### src/rtl/filtr_pkg.sv
// rtl/filtr_pkg.sv - shared constants and helpers for the filter datapath
package filtr_pkg;

    localparam int FILTR_DATA_SIZE = 24;
    localparam int SAMPLE_CNT_SIZE = 16;
    localparam int SAT_ABS_W       = 64;

    // Absolute value of a sign-extended sample of the given width.
    // The most negative value has no positive counterpart, so it
    // saturates to the largest positive value of that width.
    function automatic logic [SAT_ABS_W-1:0] sat_abs(
        input logic signed [SAT_ABS_W-1:0] data,
        input int unsigned                 width
    );
        logic signed [SAT_ABS_W-1:0] most_neg;
        most_neg = -(64'sd1 <<< (width - 1));
        if (data == most_neg)
            sat_abs = ~most_neg;
        else if (data < 0)
            sat_abs = -data;
        else
            sat_abs = data;
    endfunction

endpackage

### src/rtl/filtr_capture_mem.sv
// rtl/filtr_capture_mem.sv - simple dual-port sample RAM with registered read
//
// Ports:
//   clk, reset          clock, asynchronous active-low reset (read register only)
//   wr_en/wr_addr/wr_data  synchronous write port
//   rd_en/rd_addr       read request; rd_data updates on the following edge
//   rd_data             registered read word, holds when rd_en is low
module filtr_capture_mem #(
    parameter  int DATA_SIZE = 24,
    parameter  int DEPTH     = 64,
    localparam int ADDR_SIZE = $clog2(DEPTH)
) (
    input  logic                 clk,
    input  logic                 reset,
    input  logic                 wr_en,
    input  logic [ADDR_SIZE-1:0] wr_addr,
    input  logic [DATA_SIZE-1:0] wr_data,
    input  logic                 rd_en,
    input  logic [ADDR_SIZE-1:0] rd_addr,
    output logic [DATA_SIZE-1:0] rd_data
);

    logic [DATA_SIZE-1:0] mem [DEPTH];

    // The array has no reset so it can map onto block RAM.
    always_ff @(posedge clk) begin
        if (wr_en)
            mem[wr_addr] <= wr_data;
    end

    // Read-before-write: a read and write to the same address in one cycle
    // returns the old word, which is what the full-FIFO read+write case needs.
    always_ff @(posedge clk or negedge reset) begin
        if (!reset)
            rd_data <= '0;
        else if (rd_en)
            rd_data <= mem[rd_addr];
    end

endmodule

### src/rtl/filtr_capture.sv
// rtl/filtr_capture.sv - filter result capture FIFO with sample counter and peak tracker
//
// Optional feature macro: FILTR_CAPTURE_PEAK_EN (enables the absolute-peak tracker;
// when undefined peak_abs is tied to zero).
//
// Ports:
//   clk, reset     clock, asynchronous active-low reset
//   data_in        filter result, captured on each filter_done rising edge
//   filter_done    completion flag, may be held high
//   clear          synchronous flush of FIFO, flags, counter and peak
//   rd_en          read request
//   rd_data        registered read word, qualified by rd_valid
//   rd_valid       one-cycle pulse per accepted read
//   empty, full    FIFO status from count
//   count          number of stored words
//   overflow       sticky dropped-sample flag
//   sample_cnt     filter_done rising edges seen, wrapping
//   peak_abs       largest absolute sample seen
module filtr_capture
    import filtr_pkg::*;
#(
    parameter  int DATA_SIZE = FILTR_DATA_SIZE,
    parameter  int DEPTH     = 64,
    localparam int ADDR_SIZE = $clog2(DEPTH)
) (
    input  logic                       clk,
    input  logic                       reset,
    input  logic [DATA_SIZE-1:0]       data_in,
    input  logic                       filter_done,
    input  logic                       clear,
    input  logic                       rd_en,
    output logic [DATA_SIZE-1:0]       rd_data,
    output logic                       rd_valid,
    output logic                       empty,
    output logic                       full,
    output logic [ADDR_SIZE:0]         count,
    output logic                       overflow,
    output logic [SAMPLE_CNT_SIZE-1:0] sample_cnt,
    output logic [DATA_SIZE-1:0]       peak_abs
);

    logic                 done_q;
    logic                 wr_req;
    logic                 wr_ok;
    logic                 rd_ok;
    logic [ADDR_SIZE-1:0] wr_ptr;
    logic [ADDR_SIZE-1:0] rd_ptr;

    assign empty  = (count == '0);
    assign full   = (count == (ADDR_SIZE+1)'(DEPTH));
    assign wr_req = filter_done & ~done_q;

    // A read while full frees the slot the write lands in, so the write
    // is accepted; a read while empty is ignored even if a write arrives.
    assign rd_ok  = rd_en & ~empty & ~clear;
    assign wr_ok  = wr_req & (~full | rd_en) & ~clear;

    always_ff @(posedge clk or negedge reset) begin
        if (!reset) begin
            done_q     <= 1'b0;
            wr_ptr     <= '0;
            rd_ptr     <= '0;
            count      <= '0;
            rd_valid   <= 1'b0;
            overflow   <= 1'b0;
            sample_cnt <= '0;
        end else begin
            // Tracks the level even during clear so a held flag cannot re-trigger.
            done_q <= filter_done;
            if (clear) begin
                wr_ptr     <= '0;
                rd_ptr     <= '0;
                count      <= '0;
                rd_valid   <= 1'b0;
                overflow   <= 1'b0;
                sample_cnt <= '0;
            end else begin
                rd_valid <= rd_ok;
                if (wr_ok)
                    wr_ptr <= wr_ptr + 1'b1;
                if (rd_ok)
                    rd_ptr <= rd_ptr + 1'b1;
                case ({wr_ok, rd_ok})
                    2'b10:   count <= count + 1'b1;
                    2'b01:   count <= count - 1'b1;
                    default: count <= count;
                endcase
                if (wr_req && !wr_ok)
                    overflow <= 1'b1;
                if (wr_req)
                    sample_cnt <= sample_cnt + 1'b1;
            end
        end
    end

`ifdef FILTR_CAPTURE_PEAK_EN
    logic signed [SAT_ABS_W-1:0] data_ext;
    logic [DATA_SIZE-1:0]        abs_val;

    assign data_ext = SAT_ABS_W'(signed'(data_in));
    assign abs_val  = DATA_SIZE'(sat_abs(data_ext, DATA_SIZE));

    // Dropped samples still count toward the peak.
    always_ff @(posedge clk or negedge reset) begin
        if (!reset)
            peak_abs <= '0;
        else if (clear)
            peak_abs <= '0;
        else if (wr_req && (abs_val > peak_abs))
            peak_abs <= abs_val;
    end
`else
    assign peak_abs = '0;
`endif

    filtr_capture_mem #(
        .DATA_SIZE (DATA_SIZE),
        .DEPTH     (DEPTH)
    ) u_mem (
        .clk     (clk),
        .reset   (reset),
        .wr_en   (wr_ok),
        .wr_addr (wr_ptr),
        .wr_data (data_in),
        .rd_en   (rd_ok),
        .rd_addr (rd_ptr),
        .rd_data (rd_data)
    );

endmodule

### config.mk
export PLATFORM = sky130hd
export DESIGN_NAME = filtr_capture
export DESIGN_NICKNAME = d
export VERILOG_FILES = /design/src/rtl/filtr_pkg.sv /design/src/rtl/filtr_capture_mem.sv /design/src/rtl/filtr_capture.sv
export SDC_FILE = /design/constraint.sdc
export NUM_CORES = 1
export LEC_CHECK = 0
export ABC_CLOCK_PERIOD_IN_PS = 5300
export CORE_MARGIN = 4
export CORE_UTILIZATION = 50
export CTS_CLUSTER_DIAMETER = 60
export CTS_CLUSTER_SIZE = 12
export DETAILED_ROUTE_END_ITERATION = 8
export GPL_ROUTABILITY_DRIVEN = 0
export PLACE_DENSITY = 0.68
export SETUP_SLACK_MARGIN = 0.2
export SLEW_MARGIN = 40
export SYNTH_ARGS = -nofsm -noshare
export SYNTH_HDL_FRONTEND = slang
export SYNTH_SLANG_ARGS = --single-unit
### constraint.sdc
create_clock -name clk -period 5.3 [get_ports clk]
set_input_delay 1.59 -clock clk [delete_from_list [all_inputs] [get_ports clk]]
set_output_delay 1.59 -clock clk [all_outputs]
set_load 0.01 [all_outputs]
==> impl_results.md <==
* Area grow syn2layout at 12.09%
* Largest area contributor in the netlist: edfxtp_1
* Pleak at 21.39 nW
* Synth Flop Type: edfxtp_1
* Critical Path AT at 2.56 ns
* Ports at 104
* HP Start: u_mem.rd_data[16]
* Switching power at 6.996 mW
* #FFs+latches synth at 1598
* First-pass DRT Iterations at 5
* Reg2Reg Depth at 9
* Slew Viols, Final at 0
* Share of the synthesized area in the top cell type at 74.16%
* Post_cts resized at 0
* Hold WC Path Type: register to register
* Outcome: finished clean
* Non-filler cells, final at 4963
* Mapped Cells at 3089
* Total GRT Usage at 24.31%
* Register area share after synthesis at 76.66%
* Die Y at 360.7 µm
* Switching share of power at 24.79%
* Longest Clk Path Bufs at 3
* Crit path cell chain: nor4_1 > nand2_1 > nor2_1 > clkdlybuf4s50_1
* Critical path's slowest cell: clkdlybuf4s50_1
* PwrDens at 404.8 nW/µm²
* DRT antenna net count at 0
* Endpoint, Worst Hold: u_mem.rd_data[16]
* Maximum clock rate at 240.7 MHz
* Critical Path Start Type: register
* Final HPWL DP at 93.83 mm
* Max_cap viols at 0
* Global-route wire length before repair at 226.2 mm
* Buffers on Ports at 79
* Hold buffers post-CTS at 0
* Post-synth cell types at 65
* Dominant cells by area after synthesis: edfxtp_1, mux4_2, mux2i_1
* EDFF count, synth at 1536
* CP Capture Type: primary output
* Setup Skew at 0.02962 ns
* Reg power frac at 50.3%
* R2R Path End: count[6]
* Final Setup Violations at 0
* DRT Wirelength at 159.8 mm
* Register clock-pin slew on the reported worst setup and hold paths at 0.06 ns
* Post-CTS setup buffers at 0
* Total gr overflow at 0
* Clock power share at 34.8%
* FF-to-FF Start: count[1]
* Number of core rows at 129
* Critical path required time at 3.71 ns
* Async set-or-reset flop fraction in the synthesized netlist at 3.880%
* WL/cell at 32.19 µm
* Slew at the pin with the worst max-slew slack at 0.9452 ns
* Final TNS setup at 0 ns
* # fillers at 9052
* Final hold viol count at 0
* Placed cells at 4745
* Via density at 6.407
* Root Driver: clkbuf_16
* Slew headroom at 36.40%
* Die extent in x at 360.7 µm
* Avg Inst Size Synth at 20.13 µm²
* CORE AREA at 123600 µm²
* Worst-skew pair later-pin latency at 0.76 ns
* Top post-synthesis cells by count: edfxtp_1, mux2i_1, mux4_2
* Hold Path Cell Cnt at 2
* Fraction of layout cells with a size suffix above 1 at 20.37%
* Met1 track demand over resource at 35.28%
* Clock Sinks at 1598
* Die area at 130100 µm²
* Pin count of the biggest net entering global routing at 84
* Setup slack, reg-to-reg at 1.75 ns
* Starting density of the core at 50.30%
* GRT met3 Usage at 6.107%
* RSZ-0062 raised after global routing: no
* CTS tree: done
* Worst Path Max Fanout at 7
* Num CTS Buffers at 154
* Fin crit period at 4.155 ns
* Mapped Area at 62190 µm²
* Kind of critical path: register to primary output
* Nets at 3302
* CP startpoint: count[0]
* Drt initial violations at 4484
* Logic pwr share at 14.9%
* Crit-path max cell delay at 0.57 ns
* Busiest grt layer: met2
* Cell with the most instances after synthesis: edfxtp_1
* GR Layer Usage met2 at 36.52%
* Vias in the first global route at 30.87k
* VDD IR-drop max at 0.2644 mV
* Ys Warns at 0
* Internal at 21.22 mW
* Drt drc at 0
* H-Tree Level Count at 4
* Initial antenna violation count at 2
* Vias at 31.80k
* Tcrit/Tclk final at 78.39%
==> worst max path at each step <==
stage                     cells after the start                to
final                                         4              full
after global routing                          4              full
after CTS                                     4              full
after detailed placement                      9          count[6]
after global placement                        9          count[6]
after floorplan                               7  u_mem.mem[45][0]
==> stage by stage <==
| stage | power [mW] | setup slack (ns) | util [%] | instance area (µm²) | hold slack [ns] |
|---|---|---|---|---|---|
| after detailed placement | 18.62 | 0.5757 | 52.86 | 65360 | 0.4772 |
| after floorplan | 17.01 | 0.4093 | - | 62280 | 0.5144 |
| after global placement | 18.54 | 0.5568 | 52.76 | 65230 | 0.4696 |
| after global routing | 29.14 | 1.095 | 56.38 | 69700 | 0.5098 |
| final | 28.22 | 1.145 | 56.38 | 69710 | 0.4921 |
| after CTS | 28.34 | 1.109 | 56.35 | 69670 | 0.4904 |
==> logic make-up (layout without fill, tap and decap cells) <==
family | count (synthesis) | after routing | synth area share, %
and+or+nand+nor | 361 | 361 | 2.776
xor gates and xnor gates | 24 | 24 | 0.3682
muxes | 580 | 580 | 14.44
DFF | 1598 | 1598 | 76.66
adders and majority gates | 9 | 9 | 0.1931
AOI/OAI and AO/OA | 307 | 307 | 3.700
buffers and inverters | 209 | 421 | 1.855
other | 1 | 26 | 0.006030
==> flip-flops by register name, summed over array words and instances (netlist names) <==
register / flops
count: 7
done_q: 1
overflow: 1
rd_ptr: 6
rd_valid: 1
sample_cnt: 16
u_mem.mem: 1536
u_mem.rd_data: 24
wr_ptr: 6
==> layout by cell type (no fill, tap or decap), drive strengths merged, types with 4 or more instances in the layout <==
| cell | n |
|---|---|
| a22oi | 46 |
| nand3b | 4 |
| buf | 142 |
| a31oi | 27 |
| clkbuf | 200 |
| ha | 8 |
| nand3 | 8 |
| conb | 24 |
| nand2b | 6 |
| xor2 | 14 |
| nor2 | 149 |
| o31ai | 23 |
| a22o | 23 |
| nand4 | 8 |
| o22ai | 69 |
| mux4 | 249 |
| xnor2 | 10 |
| mux2 | 25 |
| nor3 | 5 |
| nor2b | 30 |
| mux2i | 306 |
| dfrtp | 62 |
| nor3b | 4 |
| a32oi | 22 |
| o221ai | 22 |
| clkdlybuf4s50 | 54 |
| edfxtp | 1536 |
| a21oi | 10 |
| or3 | 31 |
| inv | 17 |
| o21ai | 6 |
| nor4 | 26 |
| nand2 | 72 |
| o31a | 22 |
| and3 | 5 |
| a211oi | 24 |
==> cell type report <==
class                   count  area [µm²]  share of cell area [%]
well taps                1637        2048                   2.938
clock buffers             200        4111                   5.898
inverters                   9       33.78                 0.04846
flip-flops and latches   1598       47690                   68.41
diodes                      2       5.005                0.007180
repair buffers            196        1926                   2.762
multi-input cells        1305       13700                   19.65
clock inverters            16       201.4                  0.2890
==> worst max-delay path: cells and delay by family (launching register included) <==
kind                   cells  cell delay, ns
and+or+nand+nor            3            0.78
DFF                        1            0.46
buffers and inverters      1            0.57
==> power groups by stage <==
stage / clock network (mW) / registers [mW] / logic (mW)
3_3_place_gp: 0 / 14.4 / 4.11
2_1_floorplan: 0 / 14.4 / 2.65
6_report: 9.82 / 14.2 / 4.22
4_1_cts: 9.98 / 14.2 / 4.19
5_1_grt: 10.5 / 14.2 / 4.41
3_5_place_dp: 0 / 14.4 / 4.18
==> per-layer routing <==
metal / vias to the layer above / share of wire, % / wire, µm
met2: 1958 / 46 / 73070
li1: 12970 / - / -
met5: - / 0.0081 / 13
met3: 271 / 11 / 18240
met1: 16600 / 39 / 62910
met4: 2 / 3.5 / 5532
No activity file was read; power rests on OpenSTA's default activity.
